$ cat config.mk
export PLATFORM = sky130hd
export DESIGN_NAME = cla_seq_add_ctrl
export DESIGN_NICKNAME = d
export VERILOG_FILES = /design/src/rtl/cla_seq_add_ctrl.sv
export SDC_FILE = /design/constraint.sdc
export NUM_CORES = 1
export LEC_CHECK = 0
export BUFFER_PORTS_ARGS = -buffer_cell sky130_fd_sc_hd__buf_2
export CAP_MARGIN = 20
export CORE_ASPECT_RATIO = 0.9
export CORE_MARGIN = 8
export CORE_UTILIZATION = 43
export CTS_CLUSTER_DIAMETER = 60
export DETAILED_ROUTE_END_ITERATION = 7
export PLACE_DENSITY = 0.69
export SLEW_MARGIN = 20
export SYNTH_ARGS = -nofsm -noshare
export SYNTH_HDL_FRONTEND = slang
export SYNTH_SLANG_ARGS = --single-unit
$ cat constraint.sdc
create_clock -name clk -period 5 [get_ports clk]
set_clock_uncertainty 0.15 [all_clocks]
set_input_delay 1.5 -clock clk [delete_from_list [all_inputs] [get_ports clk]]
set_output_delay 1.5 -clock clk [all_outputs]
set_load 0.01 [all_outputs]
$ cat src/rtl/cla_seq_add_ctrl.sv
// rtl/cla_seq_add_ctrl.sv - sequencer that adds two W-bit operands 16 bits per cycle through an external CLA
//
// Ports:
//   clk, rst_n        clock, asynchronous active-low reset
//   start             add request, sampled only while busy=0 (IDLE or DONE)
//   a, b, c_in        operands and carry-in, latched when start is accepted
//   busy              high in RUN while slices are being sequenced
//   done              one-cycle pulse; s/c_out are valid while it is high
//   s, c_out          registered result of the last completed addition
//   add_a/add_b/add_cin  slice operands to the external 16-bit adder (0 outside RUN)
//   add_s/add_cout    combinational result from the external adder
module cla_seq_add_ctrl #(
    parameter int SLICES = 4
) (
    input  logic                   clk,
    input  logic                   rst_n,
    input  logic                   start,
    input  logic [16*SLICES-1:0]   a,
    input  logic [16*SLICES-1:0]   b,
    input  logic                   c_in,
    output logic                   busy,
    output logic                   done,
    output logic [16*SLICES-1:0]   s,
    output logic                   c_out,
    output logic [15:0]            add_a,
    output logic [15:0]            add_b,
    output logic                   add_cin,
    input  logic [15:0]            add_s,
    input  logic                   add_cout
);

    localparam int W  = 16 * SLICES;
    localparam int IW = (SLICES > 1) ? $clog2(SLICES) : 1;
    localparam logic [IW-1:0] LAST_IDX = IW'(SLICES - 1);

    typedef enum logic [1:0] {
        IDLE = 2'd0,
        RUN  = 2'd1,
        DONE = 2'd2
    } state_t;

    state_t          state;
    state_t          state_next;
    logic [IW-1:0]   idx;
    logic            carry;
    logic [W-1:0]    a_reg;
    logic [W-1:0]    b_reg;
    logic            accept;

    // DONE accepts a new start so results can be produced back-to-back.
    assign accept = start && ((state == IDLE) || (state == DONE));

    always_ff @(posedge clk or negedge rst_n) begin
        if (!rst_n) begin
            state <= IDLE;
        end else begin
            state <= state_next;
        end
    end

    always_comb begin
        state_next = state;
        case (state)
            IDLE:    state_next = start ? RUN : IDLE;
            RUN:     state_next = (idx == LAST_IDX) ? DONE : RUN;
            DONE:    state_next = start ? RUN : IDLE;
            default: state_next = IDLE;
        endcase
    end

    always_ff @(posedge clk or negedge rst_n) begin
        if (!rst_n) begin
            idx   <= '0;
            carry <= 1'b0;
            a_reg <= '0;
            b_reg <= '0;
            s     <= '0;
            c_out <= 1'b0;
        end else if (accept) begin
            a_reg <= a;
            b_reg <= b;
            carry <= c_in;
            idx   <= '0;
        end else if (state == RUN) begin
            s[16*idx +: 16] <= add_s;
            carry           <= add_cout;
            if (idx == LAST_IDX) begin
                c_out <= add_cout;
                idx   <= '0;
            end else begin
                idx <= idx + IW'(1);
            end
        end
    end

    // The adder inputs are gated so the external CLA sees zeros whenever it is not in use.
    always_comb begin
        add_a   = 16'd0;
        add_b   = 16'd0;
        add_cin = 1'b0;
        if (state == RUN) begin
            add_a   = a_reg[16*idx +: 16];
            add_b   = b_reg[16*idx +: 16];
            add_cin = carry;
        end
    end

    assign busy = (state == RUN);
    assign done = (state == DONE);

endmodule

==> impl_metrics.ini, run 1 <==
[detailed_routing]
wl_per_cell_microns = 19.6
dr_total_vias = 6378
drtIter0Drc = 582
firstDrtPassIters = 4
route.detailed.drc = 0
routed_wirelength_microns = 23700
vias_per_cell = 5.27
ant_nets = 0

[yosys]
syn_area_sq_mm = 0.00911
synth_edf_count = 0
seq_area_frac_synth = 0.544
synthFlopType = dfrtp_1
synthCells = 694
synth_nets = 849
syn_avg_cell_area_sq_um = 13.1
async_flop_share = 1.00
synth_cell_types = 29
synth-seq-cells = 198
yosys_warnings = 0

[sta]
max_slew_margin = 0.292
maxSlewViolCount = 0
setup_ws_ns = 0.787
tightest_slew_ns = 1.06
timing.final.crit_share = 0.843
hold_slack_ns = 0.355
setup_violations = 0
fin_setup_tns_ns = 0
layout_min_cycle_time_ns = 4.21
rsz0062_at_grt = no
hold_viol = 0
fmax_mhz = 237

[setup_path]
critPathMaxStageDelay_ns = 0.84
critPathKind = flip-flop to output pin
crit_chain = or3b_1 -> buf_4 -> o22ai_1 -> buf_2
regToRegSetupSlack_ns = 1.60
critPathBufInv = 2
cp.arrival_ns = 2.56
cp_top_family = simple AND/OR/NAND/NOR gates
crit_fanout = 22
ff2ff_path_depth = 4
cp-end-kind = output pin
crit_path_top_delay_cell = or3b_1
required_ns = 3.35
r2r_end = s[51]
startpoint_type = flip-flop
r2r_start = idx[1]

[placed_design]
port_buffers = 248
dpl.hpwl_microns = 16200
place_congestion = 0.784
place_ws_ns = 1.20

[job]
drv_cap = 0

[pwr]
power_density_mw_per_mm2 = 670
total_leakage_power_nw = 5.18
irDropWorstVdd_uv = 407
total_power_mw = 7.45

[grt]
grt_pass1_wl_microns = 37700
track_usage = 0.181
antenna_found_initial = 9
grt-ovfl-total = 0
grt_max_degree = 129
grt_pass1_vias = 6731

[worst_hold_path]
hold_end = c_out
hold_class = flip-flop to flip-flop
min_path_cells = 1
hold_start = c_out

[die]
ios = 249
chipWidth_microns = 169
coreArea_sq_mm = 0.0208
initial_core_util = 0.438
dieArea_sq_mm = 0.0261
die_h_microns = 154
placementRows = 50

[cts]
path_clk_slew_ns = 0.07
cts_tree = built
cts_resized = 0
cts_inserted_buffers = 17
clockBufferDepth = 2
cts_setup_buffers = 0
clockRootBuffer = clkbuf_16
htreeDepth = 4
clkLatencyLatePin_ns = 0.42
cts_sinks = 198
cts_hold_buffers = 0

[outcome]
status = finished clean

[layout]
multi_input_area_sq_mm = 0.00367
layout.nets = 1065
final_common_cell = buf_2
n_fill_cell = 1849
final_cell_mix = 247 x buf_2, 197 x dfrtp_1, 145 x mux2_2
regArea_sq_mm = 0.00496
syn2layout_area_growth_pct = 22.0
drive_gt1_frac = 0.506
[cell type report]
type / count / area share
Antenna cell: 2 / 0.000450
Clock buffer: 18 / 0.0386
Clock inverter: 14 / 0.0127
Inverter: 53 / 0.0179
Multi-Input combinational cell: 381 / 0.330
Sequential cell: 198 / 0.446
Tap cell: 286 / 0.0322
Timing Repair Buffer: 259 / 0.123
[Yosys cell counts (all sizes together) (2+ instances only)]
| cell type | n | area share |
|---|---|---|
| dfrtp | 198 | 0.54 |
| nand3b | 5 | 0.0041 |
| buf | 33 | 0.021 |
| ha | 6 | 0.0082 |
| o22ai | 32 | 0.022 |
| and4bb | 7 | 0.0096 |
| o32ai | 48 | 0.063 |
| nor2b | 2 | 0.0014 |
| mux2 | 145 | 0.18 |
| inv | 53 | 0.022 |
| and3b | 4 | 0.0038 |
| nand2 | 48 | 0.020 |
| o31ai | 2 | 0.0016 |
| mux2i | 64 | 0.070 |
| nor4bb | 9 | 0.0099 |
| clkbuf | 29 | 0.012 |
| or4b | 3 | 0.0037 |
[worst register-to-register path, cell delays in order, from the launching register on]
cell     delay [ns]
dfrtp_4        0.87
buf_4          0.45
ha_1           0.66
and3b_1        0.86
o32ai_1        0.24
[cells by family after synthesis]
logic type,Yosys count,synth area share
mux,209,0.249
simple gates,82,0.0556
buf+inv,115,0.0552
fa+ha+maj,6,0.00824
flops,198,0.544
compound gates,84,0.0880
[stage by stage]
step / utilization / std cells / instance area (sq um)
CTS: 0.532 / 1208 / 11100
global placement: 0.505 / 1176 / 10500
finish: 0.534 / 1211 / 11100
global route: 0.534 / 1211 / 11100
floorplan: - / 694 / 9110
detailed placement: 0.505 / 1176 / 10500
[how the worst max path moves through the flow]
stage	to	slack, ns	from	cells after the start
6_report	add_a[3]	0.79	state[0]	4
2_1_floorplan	add_a[10]	1.91	idx[1]	4
3_3_place_gp	add_b[13]	1.28	state[0]	4
3_5_place_dp	add_a[3]	1.20	state[0]	4
4_1_cts	add_a[3]	0.75	state[0]	4
5_1_grt	add_a[5]	0.65	state[0]	4
[routing by layer]
metal	vias up	global-route usage	wire, microns
met5	-	0	87
met4	14	0.0383	255
met3	30	0.0799	2560
met2	240	0.275	10500
met1	3163	0.235	10300
li1	2931	-	-
[report_power, final]
group          switching (mW)  internal, mW
registers               0.501          2.38
clock network           0.652         0.704
logic                    1.68          1.53
total                    2.83          4.62
No activity file was read; power rests on OpenSTA's default activity.
==> inputs of run 2 (changes only) <==
- ABC_AREA: default -> 1
- clock period: 5 -> 4.2 ns (I/O delays scaled with it)
==> run 2 against run 1 <==
Net effect:
- sequential share of layout area is essentially flat
- first-iteration DRC count rose by 11%
- combinational power up 20%
- via count is 28% higher
- critical path depth is 2 higher
- die area grew 0.31%
- final cell count grew 38%
==> impl_metrics.ini, run 2 <==
[setup_path]
cp.arrival_ns = 2.15
critPathKind = flip-flop to output pin
startpoint_type = flip-flop
required_ns = 2.79
cp-end-kind = output pin
crit_fanout = 33

[cts]
htreeDepth = 4
clkLatencyLatePin_ns = 0.42
cts_setup_buffers = 0
path_clk_slew_ns = 0.07
cts_resized = 0
clockBufferDepth = 2
cts_sinks = 198
cts_hold_buffers = 0
cts_tree = built
cts_inserted_buffers = 17
clockRootBuffer = clkbuf_16

[yosys]
yosys.area_share.adder = 0.00821
synthFlopType = dfrtp_1
async_flop_share = 1.00
synthMuxAreaShare = 0
seq_area_frac_synth = 0.542
yosys_warnings = 0
synth_nets = 1310
syn_avg_cell_area_sq_um = 7.92
synth_compound_area_frac = 0.0910
synth_cell_types = 24
synth_common_cells = 470 x nand2_1, 198 x dfrtp_1, 151 x inv_1
synth_edf_count = 0
yosys.area_share.xor_xnor = 0
synthSimpleGateAreaFrac = 0.252
yosysTopAreaCell = dfrtp_1
yosysMostFrequentCell = nand2_1
syn_area_sq_mm = 0.00915
synth_area_leaders = dfrtp_1 54%, nand2_1 19%, inv_1 6.2%
synth_top_family_by_area = simple AND/OR/NAND/NOR gates
synth-seq-cells = 198
synth_top_area_share = 0.542
synthCells = 1155

[sta]
fin_setup_tns_ns = 0
hold_viol = 0
layout_min_cycle_time_ns = 3.56
maxSlewViolCount = 0
max_slew_margin = 0.478
rsz0062_at_grt = no
timing.final.crit_share = 0.848
setup_violations = 0
fmax_mhz = 281
tightest_slew_ns = 0.782

[placed_design]
dp.cells = 1641
dpl.hpwl_microns = 19000
place_congestion = 0.855
port_buffers = 248

[grt]
grt_pass1_vias = 8162
antenna_found_initial = 0
track_usage = 0.206
grt_pass1_wl_microns = 43000
grt-ovfl-total = 0
grt_max_degree = 105

[layout]
drive_gt1_frac = 0.222
layout.nets = 1529
num_antenna_cells = 0
final_common_cell = nand2_1
layout.cells.non_filler = 1672
syn2layout_area_growth_pct = 21.5
final_cell_mix = 470 x nand2_1, 247 x buf_2, 197 x dfrtp_1
fin_util = 0.533

[die]
chipWidth_microns = 170
coreArea_sq_mm = 0.0208
placementRows = 50
dieArea_sq_mm = 0.0262
initial_core_util = 0.439
ios = 249
die_h_microns = 154

[worst_hold_path]
hold_class = flip-flop to flip-flop

[detailed_routing]
vias_per_cell = 4.88
routed_wirelength_microns = 26700
dr_total_vias = 8151
route.detailed.drc = 0
wl_per_cell_microns = 16.0
firstDrtPassIters = 5
drtIter0Drc = 646
ant_nets = 0

[outcome]
status = finished clean

[pwr]
power_density_mw_per_mm2 = 775
irDropWorstVdd_uv = 357
total_leakage_power_nw = 6.29

[job]
drv_cap = 0
## run 2: kinds of logic (layout without fill, tap and decap cells)
group,count (synthesis),in the layout
AND/OR/NAND/NOR,567,567
buffers and inverters,219,450
flip-flops,198,198
AO/OA/AOI/OAI,165,165
adder cells (fa/ha/maj),6,6
## run 2: worst max-delay path: stages, from the launching register on
cell	delay, ns
dfrtp_2	0.41
inv_2	0.46
buf_4	0.41
nand2_1	0.09
nand3_1	0.08
a21oi_1	0.09
buf_2	0.18
## run 2: final cells by class
type / instances / area (sq um)
clock buffers: 19 / 433
clock inverters: 12 / 169
fillers: 2042 / 9720
inverters: 155 / 587
multi-input cells: 738 / 3210
flip-flops and latches: 198 / 4960
well taps: 286 / 358
repair buffers: 264 / 1400
## run 2: path summary, 6_finish.rpt
path	depth (start not counted)	slack, ns	end	from
max in group asynchronous	2	2.27	s[50]	rst_n
setup reg to reg	7	1.38	s[32]	idx[0]
min in group asynchronous	1	0.75	s[45]	rst_n
hold / removal	2	0.33	s[1]	s[1]
setup / recovery	6	0.64	add_b[9]	idx[0]
hold reg to reg	2	0.33	s[1]	s[1]
## run 2: layer usage
| metal | wire length, microns | up-vias | global-route usage |
|---|---|---|---|
| li1 | - | 3962 | - |
| met1 | 12200 | 3817 | 0.283 |
| met2 | 11800 | 350 | 0.313 |
| met3 | 2300 | 22 | 0.0575 |
| met4 | 333 | 0 | 0.0526 |
| met5 | 0 | - | 0 |
## run 2: through the flow
step	cell area, sq um	hold slack [ns]	total power, mW	setup WS, ns
finish	11100	0.327	8.61	0.637
global route	11100	0.339	9.30	0.506
CTS	11100	0.328	8.67	0.625
detailed placement	10500	0.309	6.94	1.10
global placement	10500	0.307	6.86	1.13
floorplan	9150	0.336	5.63	1.53
## run 2: where the power goes
group	switching (mW)	internal [mW]	total [mW]
clock	0.746	0.951	1.70
sequential	0.320	2.75	3.07
combinational	2.56	1.28	3.84
==> inputs of run 3 (changes only) <==
- PLACE_DENSITY: 0.69 -> 0.71
- clock period: 4.2 -> 3.2 ns (I/O delays scaled with it)
==> run 3 against run 2 <==
Net effect:
- hold slack lost 0.016 ns
- critical path depth fell by 1
- critical endpoint is now add_b[4]
- largest cell class unchanged
- highest routed layer unchanged
- global-route usage fell by 0.42 points
- wire length decreased by 2.3%
- sequential power is 32% higher
- first-iteration DRC count fell by 7.6%
- register-to-register slack lost 0.59 ns
==> impl_metrics.ini, run 3 (same netlist as run 2, synthesis figures left out) <==
[sta]
maxSlewViolCount = 0
max_slew_margin = 0.599
tightest_slew_ns = 0.600
rsz0062_at_grt = no
fin_setup_tns_ns = 0
setup_violations = 0
timing.final.crit_share = 0.948
hold_viol = 0
setup_ws_ns = 0.165
layout_min_cycle_time_ns = 3.03
fmax_mhz = 330

[cts]
clockRootBuffer = clkbuf_16
path_clk_slew_ns = 0.07
cts_setup_buffers = 0
clkLatencyLatePin_ns = 0.42
htreeDepth = 4
cts_tree = built
clockBufferDepth = 2
cts_sinks = 198
cts_inserted_buffers = 17

[grt]
track_usage = 0.201
grt_max_degree = 88
grt_pass1_vias = 8198
grt_pass1_wl_microns = 42200
grt-ovfl-total = 0
antenna_found_initial = 0

[setup_path]
cp.arrival_ns = 1.92
cp_top_family = buffers and inverters
critPathKind = flip-flop to output pin
r2r_end = s[38]
required_ns = 2.09
crit_chain = inv_2 -> nand2_2 -> buf_4 -> a21oi_1 -> buf_2
critical_path_depth = 5
startpoint_type = flip-flop
r2r_start = idx[0]
ff2ff_path_depth = 7
crit_fanout = 21
crit_path_top_delay_cell = dfrtp_1
regToRegSetupSlack_ns = 0.79
cp-end-kind = output pin
critPathBufInv = 3
critPathMaxStageDelay_ns = 0.45

[layout]
drive_gt1_frac = 0.224
syn2layout_area_growth_pct = 22.4
final_cell_mix = 469 x nand2_1, 247 x buf_2, 197 x dfrtp_1
layout.nets = 1531
n_fill_cell = 2011
layout.cells.non_filler = 1675
final_common_cell = nand2_1
num_antenna_cells = 0

[placed_design]
dpl.hpwl_microns = 18700
place_ws_ns = 0.573
dp.cells = 1643
place_congestion = 0.864
port_buffers = 248

[pwr]
irDropWorstVdd_uv = 462
total_leakage_power_nw = 6.31
power_density_mw_per_mm2 = 1020

[die]
dieArea_sq_mm = 0.0262
initial_core_util = 0.439
chipWidth_microns = 170
placementRows = 50
ios = 249
coreArea_sq_mm = 0.0208
die_h_microns = 154

[detailed_routing]
ant_nets = 0
dr_total_vias = 8070
wl_per_cell_microns = 15.6
vias_per_cell = 4.82
firstDrtPassIters = 7
drtIter0Drc = 597
route.detailed.drc = 0
routed_wirelength_microns = 26100

[worst_hold_path]
hold_class = primary input to asynchronous set/reset pin

[job]
drv_cap = 0

[outcome]
status = finished clean
## run 3: per-layer routing
metal	vias up	global-route usage	part of all wire
met5	-	0	0
met4	0	0.0585	0.013
met3	23	0.0639	0.088
met2	309	0.311	0.45
met1	3773	0.267	0.45
li1	3965	-	-
## run 3: area by class of cell
class	count	area (sq um)	share of cell area
sequential	198	4960	0.443
multi-input combinational	738	3220	0.287
timing repair buffer	266	1460	0.130
inverter	155	589	0.0526
clock buffer	21	450	0.0402
tap	286	358	0.0320
clock inverter	11	163	0.0145
## run 3: worst max-delay path by stage
| stage | slack, ns | end | start |
|---|---|---|---|
| final | 0.17 | add_b[4] | state[1] |
| after global routing | 0.03 | add_b[4] | state[1] |
| after CTS | 0.09 | add_a[0] | idx[0] |
| after detailed placement | 0.57 | add_a[0] | idx[0] |
| after global placement | 0.62 | add_b[4] | idx[0] |
| after floorplan | 0.83 | add_a[10] | idx[1] |
## run 3: report_power, final
| part | internal, mW | total [mW] | switching (mW) |
|---|---|---|---|
| registers | 3.61 | 4.04 | 0.424 |
| clock network | 1.27 | 2.25 | 0.981 |
| logic | 1.73 | 5.07 | 3.34 |
| total | 6.62 | 11.4 | 4.74 |
## run 3: what timing repair did
| action | CTS | global route |
|---|---|---|
| hold buffers | 0 | 0 |
| endpoints found under the setup margin | 0 | 5 |
| gates resized for setup | 0 | 2 |
## run 3: stage by stage
step,instance area [sq um],hold WS [ns],power [mW],utilization
global placement,10600,0.306,9.03,0.508
finish,11200,0.311,11.4,0.537
floorplan,9150,0.336,7.39,-
detailed placement,10600,0.310,9.15,0.508
global route,11200,0.332,12.3,0.537
CTS,11200,0.321,11.5,0.537
